[src/rtl/led_sequencer_if.sv]
// Bus bundle shared by the CPU data bus, the LED sequencer and the LED peripheral port.
// The sequencer sits on the slave side; the CPU/peripheral model drives the master side.
interface led_sequencer_if;
  logic        s_de;
  logic [31:0] daddr;
  logic        drw;
  logic [31:0] din;
  logic [31:0] s_dout;
  logic        c_de;
  logic [31:0] c_dout;
  logic        m_de;
  logic        m_drw;
  logic [31:0] m_din;
  logic [31:0] m_dout;
  logic        busy;

  modport slave (
    input  s_de, daddr, drw, din, c_de, m_dout,
    output s_dout, c_dout, m_de, m_drw, m_din, busy
  );

  modport master (
    output s_de, daddr, drw, din, c_de, m_dout,
    input  s_dout, c_dout, m_de, m_drw, m_din, busy
  );
endinterface

[src/rtl/led_sequencer.sv]
// Memory-mapped LED pattern sequencer plus fixed-priority arbiter for the LED peripheral port.
// All state moves on the falling clock edge to match the data bus.
module led_sequencer #(
  parameter int CNT_W = 24
) (
  input  logic           clk,
  input  logic           rst,
  led_sequencer_if.slave bus
);

  localparam logic [3:0] REG_CTRL   = 4'd0;
  localparam logic [3:0] REG_PERIOD = 4'd1;
  localparam logic [3:0] REG_LEN    = 4'd2;

  logic             r_en;
  logic             r_oneshot;
  logic             r_ovr;
  logic             r_pend;
  logic [CNT_W-1:0] r_period;
  logic [CNT_W-1:0] r_cnt;
  logic [2:0]       r_len;
  logic [2:0]       r_idx;
  logic [7:0]       r_pat [8];
  logic [7:0]       r_pendData;

  logic [3:0]       w_regSel;
  logic             w_wr;
  logic             w_ctrlWr;
  logic             w_drain;
  logic             w_counting;
  logic             w_req;
  logic             w_overrun;
  logic             w_enNext;
  logic             w_oneshotNext;
  logic [2:0]       w_idxNext;
  logic [CNT_W-1:0] w_cntNext;
  logic [CNT_W-1:0] w_periodEff;
  logic [31:0]      w_rdata;

  assign w_regSel    = bus.daddr[5:2];
  assign w_wr        = bus.s_de & bus.drw;
  assign w_ctrlWr    = w_wr && (w_regSel == REG_CTRL);
  assign w_drain     = r_pend & ~bus.c_de;
  assign w_periodEff = (r_period == '0) ? CNT_W'(1) : r_period;
  // An overwrite only counts as overrun if the old pattern is not leaving on this same edge.
  assign w_overrun   = w_req & r_pend & ~w_drain;

  // CTRL writes take precedence over a step due on the same edge.
  always_comb begin
    w_enNext      = r_en;
    w_oneshotNext = r_oneshot;
    w_idxNext     = r_idx;
    w_cntNext     = r_cnt;
    w_req         = 1'b0;
    w_counting    = r_en;

    if (w_ctrlWr) begin
      w_enNext      = bus.din[0];
      w_oneshotNext = bus.din[1];
      if (!bus.din[0]) begin
        w_counting = 1'b0;
      end else if (!r_en) begin
        w_counting = 1'b0;
        w_idxNext  = 3'd0;
        w_cntNext  = w_periodEff;
        w_req      = 1'b1;
      end
    end

    if (w_counting) begin
      if (r_cnt <= CNT_W'(1)) begin
        w_cntNext = w_periodEff;
        if ((r_idx == r_len) && w_oneshotNext) begin
          w_enNext = 1'b0;
        end else begin
          w_idxNext = (r_idx == r_len) ? 3'd0 : r_idx + 3'd1;
          w_req     = 1'b1;
        end
      end else begin
        w_cntNext = r_cnt - CNT_W'(1);
      end
    end
  end

  always_ff @(negedge clk) begin
    if (rst) begin
      r_en       <= 1'b0;
      r_oneshot  <= 1'b0;
      r_ovr      <= 1'b0;
      r_pend     <= 1'b0;
      r_period   <= '0;
      r_cnt      <= '0;
      r_len      <= 3'd0;
      r_idx      <= 3'd0;
      r_pendData <= 8'd0;
      for (int i = 0; i < 8; i++) begin
        r_pat[i] <= 8'd0;
      end
    end else begin
      r_en      <= w_enNext;
      r_oneshot <= w_oneshotNext;
      r_idx     <= w_idxNext;
      r_cnt     <= w_cntNext;
      r_ovr     <= (r_ovr & ~w_ctrlWr) | w_overrun;

      if (w_req) begin
        r_pend     <= 1'b1;
        r_pendData <= r_pat[w_idxNext];
      end else if (w_drain) begin
        r_pend <= 1'b0;
      end

      if (w_wr && (w_regSel == REG_PERIOD)) begin
        r_period <= bus.din[CNT_W-1:0];
      end
      if (w_wr && (w_regSel == REG_LEN)) begin
        r_len <= bus.din[2:0];
      end
      if (w_wr && w_regSel[3]) begin
        r_pat[w_regSel[2:0]] <= bus.din[7:0];
      end
    end
  end

  always_comb begin
    w_rdata = 32'd0;
    if (bus.s_de) begin
      case (w_regSel)
        REG_CTRL:   w_rdata = {25'd0, r_idx, r_ovr, r_pend, r_oneshot, r_en};
        REG_PERIOD: w_rdata = 32'(r_period);
        REG_LEN:    w_rdata = {29'd0, r_len};
        default: begin
          if (w_regSel[3]) begin
            w_rdata = {24'd0, r_pat[w_regSel[2:0]]};
          end
        end
      endcase
    end
  end

  assign bus.s_dout = w_rdata;
  assign bus.c_dout = bus.c_de ? bus.m_dout : 32'd0;
  assign bus.busy   = r_pend;

  // CPU accesses always own the peripheral port; the sequencer waits for a free cycle.
  always_comb begin
    bus.m_de  = 1'b0;
    bus.m_drw = 1'b0;
    bus.m_din = 32'd0;
    if (bus.c_de) begin
      bus.m_de  = 1'b1;
      bus.m_drw = bus.drw;
      bus.m_din = bus.din;
    end else if (r_pend) begin
      bus.m_de  = 1'b1;
      bus.m_drw = 1'b1;
      bus.m_din = {24'd0, r_pendData};
    end
  end

endmodule

[src/flat_wrapper.sv]
// flat-port wrapper written by rule: the top's interface ports become plain ports
module led_sequencer_flat 
#(
  parameter int CNT_W = 24
)
  (clk, rst, bus_s_de, bus_daddr, bus_drw, bus_din, bus_c_de, bus_m_dout, bus_s_dout, bus_c_dout, bus_m_de, bus_m_drw, bus_m_din, bus_busy);
  led_sequencer_if bus_i ();
  input  logic clk;
  input  logic rst;
  input wire logic [$bits(bus_i.s_de)-1:0] bus_s_de;
  input wire logic [$bits(bus_i.daddr)-1:0] bus_daddr;
  input wire logic [$bits(bus_i.drw)-1:0] bus_drw;
  input wire logic [$bits(bus_i.din)-1:0] bus_din;
  input wire logic [$bits(bus_i.c_de)-1:0] bus_c_de;
  input wire logic [$bits(bus_i.m_dout)-1:0] bus_m_dout;
  output wire logic [$bits(bus_i.s_dout)-1:0] bus_s_dout;
  output wire logic [$bits(bus_i.c_dout)-1:0] bus_c_dout;
  output wire logic [$bits(bus_i.m_de)-1:0] bus_m_de;
  output wire logic [$bits(bus_i.m_drw)-1:0] bus_m_drw;
  output wire logic [$bits(bus_i.m_din)-1:0] bus_m_din;
  output wire logic [$bits(bus_i.busy)-1:0] bus_busy;
  assign bus_i.s_de = bus_s_de;
  assign bus_i.daddr = bus_daddr;
  assign bus_i.drw = bus_drw;
  assign bus_i.din = bus_din;
  assign bus_i.c_de = bus_c_de;
  assign bus_i.m_dout = bus_m_dout;
  assign bus_s_dout = bus_i.s_dout;
  assign bus_c_dout = bus_i.c_dout;
  assign bus_m_de = bus_i.m_de;
  assign bus_m_drw = bus_i.m_drw;
  assign bus_m_din = bus_i.m_din;
  assign bus_busy = bus_i.busy;
  led_sequencer #(.CNT_W(CNT_W)) u_core (.clk(clk), .rst(rst), .bus(bus_i));
endmodule
[config.mk]
export PLATFORM = sky130hd
export DESIGN_NAME = led_sequencer_flat
export DESIGN_NICKNAME = d
export VERILOG_FILES = /design/src/rtl/led_sequencer_if.sv /design/src/rtl/led_sequencer.sv /design/src/flat_wrapper.sv
export SDC_FILE = /design/constraint.sdc
export NUM_CORES = 1
export LEC_CHECK = 0
export ABC_AREA = 1
export ABC_CLOCK_PERIOD_IN_PS = 2000
export BUFFER_PORTS_ARGS = -buffer_cell sky130_fd_sc_hd__buf_2
export CORE_ASPECT_RATIO = 1.75
export CORE_MARGIN = 1.5
export CORE_UTILIZATION = 30
export DETAILED_ROUTE_END_ITERATION = 8
export PLACE_DENSITY = 0.55
export SLEW_MARGIN = 20
export SYNTH_ARGS = -nofsm -noshare
export SYNTH_HDL_FRONTEND = slang
export SYNTH_SLANG_ARGS = --single-unit
export TNS_END_PERCENT = 10
[constraint.sdc]
create_clock -name clk -period 2 [get_ports clk]
set_input_delay 0.1 -clock clk [delete_from_list [all_inputs] [get_ports clk]]
set_output_delay 0.1 -clock clk [all_outputs]
set_load 0.05 [all_outputs]
Yosys cells after proc, flatten, opt, wreduce, memory -nomap -nowiden
Memory sizes are Yosys's and may differ from the RTL's. A register that Yosys moved wholly into a read port is not among the register bits.
Cells that the tools add are included.

cells by class
  add/subtract/negate cells = 2
  $mul = 0
  div/mod/pow operators = 0
  $lt $le $gt $ge = 1
  equality and inequality tests = 4
  shift operators = 0
  multiplexer cells = 46
  bitwise operators = 9
  reductions and logical operators = 12

operator list
  kind                                                                    number
  24-bit 2-to-1 mux                                                       6
  32-bit 2-to-1 mux                                                       3
  32-bit case mux with 3 select lines                                     1
  1-bit 2-to-1 mux                                                        25
  24-bit by 1-bit <= comparator with 1-bit output, second input constant  1
  24-bit logical NOT                                                      1
  3-bit 2-to-1 mux                                                        8
  8-bit 2-to-1 mux                                                        3
  24-bit by 1-bit subtractor with 24-bit output, second input constant    1
  8-bit OR reduction                                                      1
  2-bit nonzero test                                                      3
  1-bit bitwise AND                                                       5
  1-bit logical AND                                                       5
  4-bit by 1-bit == test with 1-bit output, second input constant         1
  4-bit by 2-bit == test with 1-bit output, second input constant         1
  4-bit logical NOT                                                       1
  3-bit by 1-bit adder with 3-bit output, second input constant           1
  3-bit == test                                                           1
  1-bit NOT                                                               3
  3-bit AND reduction                                                     1
  2-bit inequality test, second input constant                            1
  1-bit bitwise OR                                                        1

storage, ports and cells
  register bits after elaboration = 58
  latch bits = 0
  RAM bits = 64
  ROM bits = 0
  input bits = 101
  output and inout bits = 99
  logic and storage cells = 83
  memories kept = 1

memory list
  name          depth  width  rd ports  clocked after memory_dff  wr ports  RTL line             RTL
  u_core.r_pat  8      8      2         1                         8         led_sequencer.sv:23  logic [7:0] r_pat [8];

Logic depth before layout (Yosys ltp)
  word-level depth = 10
  mapped depth = 17
  gate-level depth less buffers = 16

==> results.rst <==
.. list-table::
   :header-rows: 1

   * - Metric
     - Value
   * - Number of warnings reported in the yosys synthesis log
     - 0
   * - Syn avg cell area
     - 7.28 µm²
   * - Proportion of synthesized chip area in sequential cells
     - 41.7%
   * - Power density over cell area
     - 1030 mW/mm²
   * - Flip-flop and latch count after synthesis
     - 130
   * - Distinct cell type count of the synthesized netlist
     - 51
   * - Area of the die
     - 0.0270 mm²
   * - Largest cells by area after synthesis
     - edfxtp_1 25%, dfxtp_1 17%, nand2_1 8.8%
   * - First-pass iteration count of the detailed router
     - 4
   * - WHS
     - 475 ps
   * - Placer Congestion
     - 0.999
   * - Routed wire length
     - 32.9 mm
   * - Antenna Nets Post-Route
     - 0
   * - Endpoint type of the worst setup path
     - output port
   * - EDFF count, synth
     - 64
   * - Slew Viols, Final
     - 0
   * - Violations in the final reports
     - setup timing
   * - Final routed DRC violation total
     - 0
   * - TritonCTS buffer count
     - 17
   * - Type of the worst setup path
     - reg -> out
   * - Vias in the first global route
     - 9,458
   * - Post-synth top area share
     - 24.7%
   * - Floorplan core area
     - 0.0254 mm²
   * - Final Hold Viols
     - 0
   * - Final Total Pwr
     - 13.4 mW
   * - Cell at the root of the clock tree
     - clkbuf_16
   * - Data required time at the worst endpoint
     - 1900 ps
   * - Post-synthesis instance area
     - 0.00779 mm²
   * - Setup violations, final
     - 73
   * - Clock latency on the worst-skew pair
     - 470 ps
   * - Maximum net fanout on the critical path
     - 2
   * - Clock input transition at the sequential cells of the worst setup and hold paths
     - 30 ps
   * - Unrepaired setup endpoints after global routing
     - yes
   * - Initial core utilization
     - 30.6%
   * - Result of the run
     - finished with violations
   * - Class of the most critical hold timing path
     - reg -> reg
   * - DPL Wire Length
     - 25.0 mm
   * - Diodes inserted
     - 0
   * - Max transition margin
     - 35.7%
   * - Net count reported at finish
     - 1,688
   * - Initial antenna violation count
     - 0
   * - Type of origin of the critical path
     - register
   * - Sum of overflow across all layers after global routing
     - 0
   * - CTS sink cnt
     - 130
   * - Slack of the critical path
     - -1030 ps
   * - Top FF cell, synth
     - dfxtp_1
   * - Arrival time at the worst endpoint
     - 2930 ps
   * - Slew at the pin closest to its max-slew limit
     - 962 ps
   * - Cell area after layout
     - 0.0129 mm²
   * - Post-Synthesis Cells
     - 1,069
   * - IR drop worst, VDD
     - 0.690 mV
   * - Chip width
     - 125 µm
   * - Vias per cell
     - 4.90
   * - FP Rows
     - 77
   * - LEAKAGE
     - 6.73 nW
   * - Wire length of the first global-routing pass
     - 49.1 mm
   * - Share of layout cells above drive strength 1
     - 39.3%
   * - Placed inst area
     - 0.0110 mm²
   * - Global routing usage summed across all routing layers
     - 23.8%
   * - Violation count after the first detailed-route iteration
     - 556
   * - Largest area contributor in the netlist
     - edfxtp_1
   * - Count of vias placed by the detailed router
     - 9,382
   * - Per-cell routed wire length
     - 17.2 µm
   * - Height of the die
     - 216 µm
   * - Max_cap viols
     - 0
   * - Number of ports placed on the die boundary
     - 200
   * - Layout-stage area growth over the synthesis result
     - 66.0%
   * - Maximum number of pins on one net before global-route repair
     - 59
   * - Maximum buffer depth of the clock tree
     - 2
   * - Number of H-tree branching levels
     - 4
   * - Port Buffers
     - 163
   * - Fraction of registers with async set or reset after synthesis
     - 0%
   * - Number of filler instances in the final layout
     - 2,544
   * - Worst setup skew after layout
     - 21.9 ps
   * - TritonCTS clock tree
     - yes
   * - Final core utilization
     - 50.8%
   * - Summed negative setup slack over all endpoints
     - -28,170 ps
## cells by family (layout without fill, tap and decap cells)
kind of cell	count (synthesis)	in the layout	synth area share, %
other	1	8	0.0482
DFF	130	130	41.7
adders and majority gates	3	3	0.482
AOI/OAI and AO/OA	217	217	16.4
xor gates and xnor gates	9	9	1.01
buffers and inverters	226	746	12.1
and+or+nand+nor	483	484	28.3
## registers in the layout, indices dropped and copies added (netlist names)
| name | flops |
|---|---|
| u_core.r_ovr | 1 |
| u_core.r_pendData | 8 |
| u_core.bus.busy | 1 |
| u_core.r_cnt | 24 |
| u_core.r_len | 3 |
| u_core.r_oneshot | 1 |
| u_core.r_en | 1 |
| u_core.r_idx | 3 |
| u_core.r_pat | 64 |
| u_core.r_period | 24 |
## metal layers
layer / part of all wire, % / track usage, %
met1: 36 / 23.3
met5: 0 / 0
met4: 5.6 / 16.4
met2: 54 / 43.6
met3: 4.8 / 6.02
## area by class of cell
cell class,instances,area (µm²),share of cell area (%)
clock buffers,17,425,3.29
repair inverters,2,11.3,0.0871
repair buffers,416,3330,25.7
flip-flops and latches,130,3270,25.3
multi-input cells,721,4210,32.6
inverters,166,648,5.01
clock inverters,145,639,4.95
well taps,316,395,3.06
## synth_stat cells (5+ instances only)
master,count
nand4_1,10
buf_4,12
dfxtp_1,66
inv_2,5
o211ai_1,18
edfxtp_1,64
buf_2,7
nor2_1,141
xor2_1,7
clkbuf_1,36
inv_1,150
nor2_2,8
nand3_1,102
o21ai_0,94
nand2_1,182
nand2_2,6
clkinv_1,10
a221oi_1,5
nor3_1,7
a211oi_1,9
a21oi_1,56
o22ai_1,11
nand3_2,11
## power breakdown
| group | total (mW) | switching (mW) | internal [mW] | leakage (nW) |
|---|---|---|---|---|
| Clock | 4.15 | 2.05 | 2.10 | 0.979 |
| Combinational | 5.75 | 3.31 | 2.44 | 4.59 |
| Sequential | 3.48 | 0.306 | 3.17 | 1.15 |
| Total | 13.4 | 5.67 | 7.71 | 6.73 |
## what timing repair did
action                     in CTS  in global routing
hold buffers                    0                  0
resized for setup             171                 57
setup endpoints to repair     182                194
gates cloned                    0                  7
setup buffers                   5                  6
pin swaps                      24                 24
## per-stage QoR
step                      setup slack (ps)  std cells
after floorplan                       -542       1076
after global placement                -899       1734
after detailed placement              -943       1734
after CTS                            -1050       1900
after global routing                 -1130       1913
final                                -1030       1913
## worst max-delay path, stage by stage, from the launching register on
cell      delay [ps]
edfxtp_1         350
o21ai_1           70
o22ai_1          150
buf_4            170
a21oi_2           40
o211ai_1          80
nand2_1          130
a211oi_4         290
buf_6            210
## worst paths after layout
| kind | start | to | slack (ps) | cells after the start |
|---|---|---|---|---|
| worst min register to register | u_core.r_period[15]$_SDFFE_NP0P_ | u_core.r_period[15]$_SDFFE_NP0P_ | 480 | 2 |
| worst max register to register | u_core.r_cnt[0]$_SDFFE_NP0P_ | u_core.r_pendData[7]$_SDFFE_NP0P_ | -230 | 15 |
| worst min-delay path | u_core.r_period[15]$_SDFFE_NP0P_ | u_core.r_period[15]$_SDFFE_NP0P_ | 480 | 2 |
| worst max-delay path | u_core.r_pat[6][7]$_SDFFCE_NN0P_ | bus_s_dout[7] | -1030 | 8 |
## cells in the final DEF, fill, tap and decap left out, types with 40 or more instances in the layout
master,count
nor2_1,122
a21oi_1,52
dfxtp_1,49
buf_6,44
nand3_2,40
inv_1,261
nand2_1,169
edfxtp_1,64
nand3_1,69
buf_4,219
buf_2,125
o21ai_0,67
No activity file was read; power rests on OpenSTA's default activity.
